--- src/rtl/dbg_ctrl_if.sv ---
// rtl/dbg_ctrl_if.sv - command/response handshake bundle for the debug controller
interface dbg_ctrl_if;
  logic        cmd_valid_i;
  logic        cmd_ready_o;
  logic [1:0]  cmd_op_i;
  logic [4:0]  cmd_addr_i;
  logic [31:0] cmd_data_i;
  logic        rsp_valid_o;
  logic        rsp_ready_i;
  logic [31:0] rsp_data_o;
  logic        rsp_err_o;

  modport slave (
    input  cmd_valid_i, cmd_op_i, cmd_addr_i, cmd_data_i, rsp_ready_i,
    output cmd_ready_o, rsp_valid_o, rsp_data_o, rsp_err_o
  );

  modport master (
    output cmd_valid_i, cmd_op_i, cmd_addr_i, cmd_data_i, rsp_ready_i,
    input  cmd_ready_o, rsp_valid_o, rsp_data_o, rsp_err_o
  );
endinterface

--- src/rtl/dbg_ctrl.sv ---
// rtl/dbg_ctrl.sv - debug command controller: halt/reset control and halted-only GPR access
module dbg_ctrl #(
  parameter int unsigned HALT_SETTLE  = 4,
  parameter int unsigned RESET_CYCLES = 2
) (
  input  logic        clk,
  input  logic        rst,
  dbg_ctrl_if.slave   bus,
  output logic        jtag_halt_flag_o,
  output logic        jtag_reset_flag_o,
  output logic [4:0]  jtag_reg_addr_o,
  output logic [31:0] jtag_reg_data_o,
  output logic        jtag_reg_we_o,
  input  logic [31:0] jtag_reg_data_i
);

  typedef enum logic [2:0] {IDLE, HALT_WAIT, RST_PULSE, REG_RD, REG_WR, RESP} state_e;

  localparam logic [1:0] OP_NOP = 2'b00;
  localparam logic [1:0] OP_RD  = 2'b01;
  localparam logic [1:0] OP_WR  = 2'b10;
  localparam logic [3:0] SETTLE_INIT = 4'(HALT_SETTLE);
  localparam logic [3:0] PULSE_INIT  = 4'(RESET_CYCLES);

  state_e      state_q, state_d;
  logic [3:0]  settle_q, settle_d;
  logic [3:0]  pulse_q, pulse_d;
  logic        halt_flag_q, halt_flag_d;
  logic        halted_q, halted_d;
  logic        ctrl_rst_q, ctrl_rst_d;
  logic [4:0]  addr_q, addr_d;
  logic [31:0] wdata_q, wdata_d;
  logic [31:0] rsp_data_q, rsp_data_d;
  logic        rsp_err_q, rsp_err_d;
  logic        accept;

  assign bus.cmd_ready_o = rst && (state_q == IDLE);
  assign accept          = bus.cmd_valid_i && bus.cmd_ready_o;

  always_comb begin
    state_d     = state_q;
    settle_d    = settle_q;
    pulse_d     = pulse_q;
    halt_flag_d = halt_flag_q;
    halted_d    = halted_q;
    ctrl_rst_d  = ctrl_rst_q;
    addr_d      = addr_q;
    wdata_d     = wdata_q;
    rsp_data_d  = rsp_data_q;
    rsp_err_d   = rsp_err_q;
    // Status words latched on entry to RESP always carry reset_busy=0: the pulse is over by then.
    case (state_q)
      IDLE: begin
        if (accept) begin
          if (bus.cmd_op_i == OP_NOP) begin
            state_d    = RESP;
            rsp_data_d = {31'b0, halted_q};
            rsp_err_d  = 1'b0;
          end else if (bus.cmd_op_i == OP_RD || bus.cmd_op_i == OP_WR) begin
            if (!halted_q) begin
              state_d    = RESP;
              rsp_data_d = '0;
              rsp_err_d  = 1'b1;
            end else begin
              addr_d = bus.cmd_addr_i;
              if (bus.cmd_op_i == OP_WR) begin
                wdata_d = bus.cmd_data_i;
                state_d = REG_WR;
              end else begin
                state_d = REG_RD;
              end
            end
          end else begin
            ctrl_rst_d = bus.cmd_data_i[1];
            if (bus.cmd_data_i[0]) begin
              halt_flag_d = 1'b1;
            end else begin
              halt_flag_d = 1'b0;
              halted_d    = 1'b0;
            end
            if (bus.cmd_data_i[0] && !halted_q) begin
              settle_d = SETTLE_INIT;
              state_d  = HALT_WAIT;
            end else if (bus.cmd_data_i[1]) begin
              pulse_d = PULSE_INIT;
              state_d = RST_PULSE;
            end else begin
              state_d    = RESP;
              rsp_data_d = {31'b0, halted_d};
              rsp_err_d  = 1'b0;
            end
          end
        end
      end
      HALT_WAIT: begin
        settle_d = settle_q - 4'd1;
        if (settle_q <= 4'd1) begin
          settle_d = '0;
          halted_d = 1'b1;
          if (ctrl_rst_q) begin
            pulse_d = PULSE_INIT;
            state_d = RST_PULSE;
          end else begin
            state_d    = RESP;
            rsp_data_d = 32'h1;
            rsp_err_d  = 1'b0;
          end
        end
      end
      RST_PULSE: begin
        pulse_d = pulse_q - 4'd1;
        if (pulse_q <= 4'd1) begin
          pulse_d    = '0;
          state_d    = RESP;
          rsp_data_d = {31'b0, halted_q};
          rsp_err_d  = 1'b0;
        end
      end
      REG_RD: begin
        state_d    = RESP;
        rsp_data_d = jtag_reg_data_i;
        rsp_err_d  = 1'b0;
      end
      REG_WR: begin
        state_d    = RESP;
        rsp_data_d = wdata_q;
        rsp_err_d  = 1'b0;
      end
      RESP: begin
        if (bus.rsp_ready_i) state_d = IDLE;
      end
      default: state_d = IDLE;
    endcase
  end

  always_ff @(posedge clk) begin
    if (!rst) begin
      state_q     <= IDLE;
      settle_q    <= '0;
      pulse_q     <= '0;
      halt_flag_q <= 1'b0;
      halted_q    <= 1'b0;
      ctrl_rst_q  <= 1'b0;
      addr_q      <= '0;
      wdata_q     <= '0;
      rsp_data_q  <= '0;
      rsp_err_q   <= 1'b0;
    end else begin
      state_q     <= state_d;
      settle_q    <= settle_d;
      pulse_q     <= pulse_d;
      halt_flag_q <= halt_flag_d;
      halted_q    <= halted_d;
      ctrl_rst_q  <= ctrl_rst_d;
      addr_q      <= addr_d;
      wdata_q     <= wdata_d;
      rsp_data_q  <= rsp_data_d;
      rsp_err_q   <= rsp_err_d;
    end
  end

  assign bus.rsp_valid_o   = (state_q == RESP);
  assign bus.rsp_data_o    = rsp_data_q;
  assign bus.rsp_err_o     = rsp_err_q;
  assign jtag_halt_flag_o  = halt_flag_q;
  assign jtag_reset_flag_o = (state_q == RST_PULSE);
  assign jtag_reg_we_o     = (state_q == REG_WR);
  assign jtag_reg_addr_o   = addr_q;
  assign jtag_reg_data_o   = wdata_q;

endmodule

--- src/flat_wrapper.sv ---
// flat-port wrapper written by rule: the top's interface ports become plain ports
module dbg_ctrl_flat 
#(
  parameter int unsigned HALT_SETTLE  = 4,
  parameter int unsigned RESET_CYCLES = 2
)
  (clk, rst, jtag_halt_flag_o, jtag_reset_flag_o, jtag_reg_addr_o, jtag_reg_data_o, jtag_reg_we_o, jtag_reg_data_i, bus_cmd_valid_i, bus_cmd_op_i, bus_cmd_addr_i, bus_cmd_data_i, bus_rsp_ready_i, bus_cmd_ready_o, bus_rsp_valid_o, bus_rsp_data_o, bus_rsp_err_o);
  dbg_ctrl_if bus_i ();
  input  logic clk;
  input  logic rst;
  output logic jtag_halt_flag_o;
  output logic jtag_reset_flag_o;
  output logic [4:0] jtag_reg_addr_o;
  output logic [31:0] jtag_reg_data_o;
  output logic jtag_reg_we_o;
  input  logic [31:0] jtag_reg_data_i;
  input wire logic [$bits(bus_i.cmd_valid_i)-1:0] bus_cmd_valid_i;
  input wire logic [$bits(bus_i.cmd_op_i)-1:0] bus_cmd_op_i;
  input wire logic [$bits(bus_i.cmd_addr_i)-1:0] bus_cmd_addr_i;
  input wire logic [$bits(bus_i.cmd_data_i)-1:0] bus_cmd_data_i;
  input wire logic [$bits(bus_i.rsp_ready_i)-1:0] bus_rsp_ready_i;
  output wire logic [$bits(bus_i.cmd_ready_o)-1:0] bus_cmd_ready_o;
  output wire logic [$bits(bus_i.rsp_valid_o)-1:0] bus_rsp_valid_o;
  output wire logic [$bits(bus_i.rsp_data_o)-1:0] bus_rsp_data_o;
  output wire logic [$bits(bus_i.rsp_err_o)-1:0] bus_rsp_err_o;
  assign bus_i.cmd_valid_i = bus_cmd_valid_i;
  assign bus_i.cmd_op_i = bus_cmd_op_i;
  assign bus_i.cmd_addr_i = bus_cmd_addr_i;
  assign bus_i.cmd_data_i = bus_cmd_data_i;
  assign bus_i.rsp_ready_i = bus_rsp_ready_i;
  assign bus_cmd_ready_o = bus_i.cmd_ready_o;
  assign bus_rsp_valid_o = bus_i.rsp_valid_o;
  assign bus_rsp_data_o = bus_i.rsp_data_o;
  assign bus_rsp_err_o = bus_i.rsp_err_o;
  dbg_ctrl #(.HALT_SETTLE(HALT_SETTLE), .RESET_CYCLES(RESET_CYCLES)) u_core (.clk(clk), .rst(rst), .bus(bus_i), .jtag_halt_flag_o(jtag_halt_flag_o), .jtag_reset_flag_o(jtag_reset_flag_o), .jtag_reg_addr_o(jtag_reg_addr_o), .jtag_reg_data_o(jtag_reg_data_o), .jtag_reg_we_o(jtag_reg_we_o), .jtag_reg_data_i(jtag_reg_data_i));
endmodule
--- config.mk ---
export PLATFORM = sky130hd
export DESIGN_NAME = dbg_ctrl_flat
export DESIGN_NICKNAME = d
export VERILOG_FILES = /design/src/rtl/dbg_ctrl_if.sv /design/src/rtl/dbg_ctrl.sv /design/src/flat_wrapper.sv
export SDC_FILE = /design/constraint.sdc
export NUM_CORES = 1
export LEC_CHECK = 0
export CORE_UTILIZATION = 47
export DETAILED_ROUTE_END_ITERATION = 8
export PLACE_DENSITY_LB_ADDON = 0.12
export SLEW_MARGIN = 15
export SYNTH_ARGS = -nofsm -noshare
export SYNTH_HDL_FRONTEND = slang
export SYNTH_SLANG_ARGS = --single-unit
--- constraint.sdc ---
create_clock -name clk -period 3.2 [get_ports clk]
set_input_delay 0.64 -clock clk [delete_from_list [all_inputs] [get_ports clk]]
set_output_delay 0.64 -clock clk [all_outputs]
set_load 0.01 [all_outputs]
==> reports/metrics.cfg <==
[outcome]
outcome=complete, no violations

[timing]
finalSetupViolations=0
hold_viol=0
fmax_mhz=367
maxSlewHeadroom_pct=46.1
period_share_pct=85.3
rsz0062_at_grt=false
tns_ps=0
worst_pin_slew_ps=809
finClkSkew_ps=8.09
min_period_ps=2730
slew_viol_final=0

[die]
core-area_sq_um=7410
die_width_microns=90.6
die_height_microns=90.6
dieArea_sq_um=8210
initial_core_util_pct=49.8
rows=31
io_pins=150

[clock_network]
cts_hold_buf=0
root_buffer=clkbuf_8
htree_num_levels=3
clk_pin_slew_ps=80
cts_resized=0
cts_setup_buffers=0
cts_tree=yes
cts_made_buffers=9
clockBufferDepth=2
clock_latency_ps=350
cts.sinks=84

[min_path]
hold-path-endpoint=u_core.bus.rsp_data_o[20]$_SDFFE_PN0P_
min_from=u_core.bus.rsp_data_o[20]$_SDFFE_PN0P_
hp-class=flip-flop to flip-flop
hold_path_depth=2

[routing]
num_vias=3800
routed-wl-met2_microns=5240
vias_per_cell=5.52
wl_met3_microns=954
drt_iter0_drc=253
first_pass_iters=6
ant_nets=0
drc=0
post_drt_wl_per_cell_microns=15.7
highest_layer=met4
finalWirelength_microns=10800
drt-met1-wl_microns=4530

[pwr]
sw_frac_of_total_pct=34.5
peakVddDrop_mv=0.369
pwr-share-comb_pct=31.4
p_leak_nw=1.84
p_clk_share_pct=25.9
p_seq_share_pct=42.7
switching_power_w=0.000986
p_per_area_nw_per_um2=527
finalPower_w=0.00286
p_int_w=0.00187

[cells_and_area]
antenna_cells=0
nNetsFinal=668
layout-drive-gt1-share_pct=5.59
mostFrequentLayoutCells=149 x clkdlybuf4s50_1, 110 x nand2_1, 84 x dfxtp_1, 35 x a21oi_1, 35 x o22ai_1
area_growth_pct=46.9
multi_input_area_sq_um=1800
fillerInstances=578
layout_commonest_cell=clkdlybuf4s50_1
final_core_util_pct=73.2
register_area_sq_um=1680

[yosys]
synth_cell_types=44
async_flop_share_pct=0
synth_warnings=0
ys_seq_area_share_pct=45.6
synth_area_sq_um=3690
synth_top_area_cell=dfxtp_1
ys_ff_latch=84
syn_nets=532
synth_area_leaders=dfxtp_1 46%, nand2_1 11%, a22oi_1 6.5%
synth_edf_count=0
ys.flop_type=dfxtp_1
synth_top_area_share_pct=45.6
avgSynthCellArea_sq_um=8.22
synth_cells=449

[critical_path]
regToRegEndpoint=u_core.bus.rsp_data_o[20]$_SDFFE_PN0P_
ff2ff_path_depth=8
start_kind=flip-flop
rr_startpoint=u_core.settle_q[0]$_SDFFE_PN0P_
critical_path_class=flip-flop to output pin
cp_data_arrival_time_ps=2090
crit_fanout=13
required_ps=2560
r2r_slack_ps=1090
endpoint_kind=output pin

[grt]
grt.total_usage_pct=27.0
grt_pass1_vias=3614
grt_max_degree=78
overflow=0
antenna_found_initial=0
grt_pass1_wl_microns=17800

[placement]
port_buffers=149
gp_congestion=0.854
place_hpwl_microns=7520

[flow_run]
cap_violations=0

[per-layer routing]
metal	vias to the layer above	track usage, %
li1	1860	-
met1	1764	35.3
met2	163	42.9
met3	13	8.33
met4	0	7.39
met5	-	0
[cell usage after synthesis (2+ instances only)]
cell type	n
nor4_1	2
nand2_1	110
nand3_1	3
ha_1	8
a31oi_1	4
nor3b_1	3
o22ai_1	35
buf_6	4
inv_1	9
nand2b_1	3
nor3_1	7
clkbuf_1	28
o22a_1	2
a21oi_2	2
o21ai_0	10
and3_1	2
a211oi_1	2
buf_2	2
a21oi_1	35
o31ai_1	7
nor2_1	20
dfxtp_1	84
o211a_1	3
a21o_1	2
mux2i_1	8
a22oi_1	32
nor2b_1	5
[through the flow]
| stage | cells | worst slack, ps | instance area [sq um] | hold WS [ps] |
|---|---|---|---|---|
| CTS | 689 | 473 | 5420 | 470 |
| floorplan | 449 | 865 | 3690 | 471 |
| detailed placement | 673 | 217 | 5230 | 459 |
| global placement | 673 | 294 | 5230 | 442 |
| global route | 689 | 312 | 5420 | 488 |
| finish | 689 | 472 | 5420 | 468 |
[flip-flops by register name, indices dropped and copies added, names as in the netlist]
name / cells
u_core.jtag_halt_flag_o: 1
u_core.bus.rsp_err_o: 1
u_core.ctrl_rst_q: 1
u_core.pulse_q: 4
u_core.settle_q: 4
u_core.halted_q: 1
u_core.state_q: 3
u_core.jtag_reg_addr_o: 5
u_core.jtag_reg_data_o: 32
u_core.bus.rsp_data_o: 32
[worst max path at each step]
stage | start | slack (ps) | depth (start not counted) | end
floorplan | bus_cmd_op_i[0] | 860 | 9 | u_core.bus.rsp_data_o[10]$_SDFFE_PN0P_
global placement | bus_cmd_op_i[1] | 290 | 8 | u_core.settle_q[1]$_SDFFE_PN0P_
detailed placement | bus_cmd_op_i[1] | 220 | 8 | u_core.settle_q[1]$_SDFFE_PN0P_
CTS | u_core.state_q[2]$_SDFFE_PN0P_ | 470 | 3 | jtag_reg_we_o
global route | u_core.state_q[2]$_SDFFE_PN0P_ | 310 | 3 | jtag_reg_we_o
finish | u_core.state_q[2]$_SDFFE_PN0P_ | 470 | 3 | jtag_reg_we_o
[critical path: stages (launching register included)]
cell and delay, ps:
dfxtp_1 610, inv_1 180, nor3_2 300, clkdlybuf4s50_1 640
[cell families after synthesis]
kind of cell | synth area share (%)
compound gates | 24.9
fa+ha+maj | 2.71
buf+inv | 5.66
flops | 45.6
mux | 2.17
simple gates | 19.0
[power groups by stage]
stage	clock (W)	combinational, W	sequential (W)
5_1_grt	0.000800	0.000984	0.00124
6_report	0.000741	0.000896	0.00122
3_5_place_dp	0	0.000894	0.00124
3_3_place_gp	0	0.000876	0.00124
2_1_floorplan	0	0.000631	0.00119
4_1_cts	0.000758	0.000898	0.00122
[cell type report]
cell class | count | area share, %
inverters | 10 | 0.693
repair buffers | 161 | 29.2
flip-flops and latches | 84 | 31.0
clock buffers | 10 | 2.35
clock inverters | 6 | 1.18
multi-input cells | 319 | 33.3
well taps | 99 | 2.29
Power figures use the tool's default switching activity.
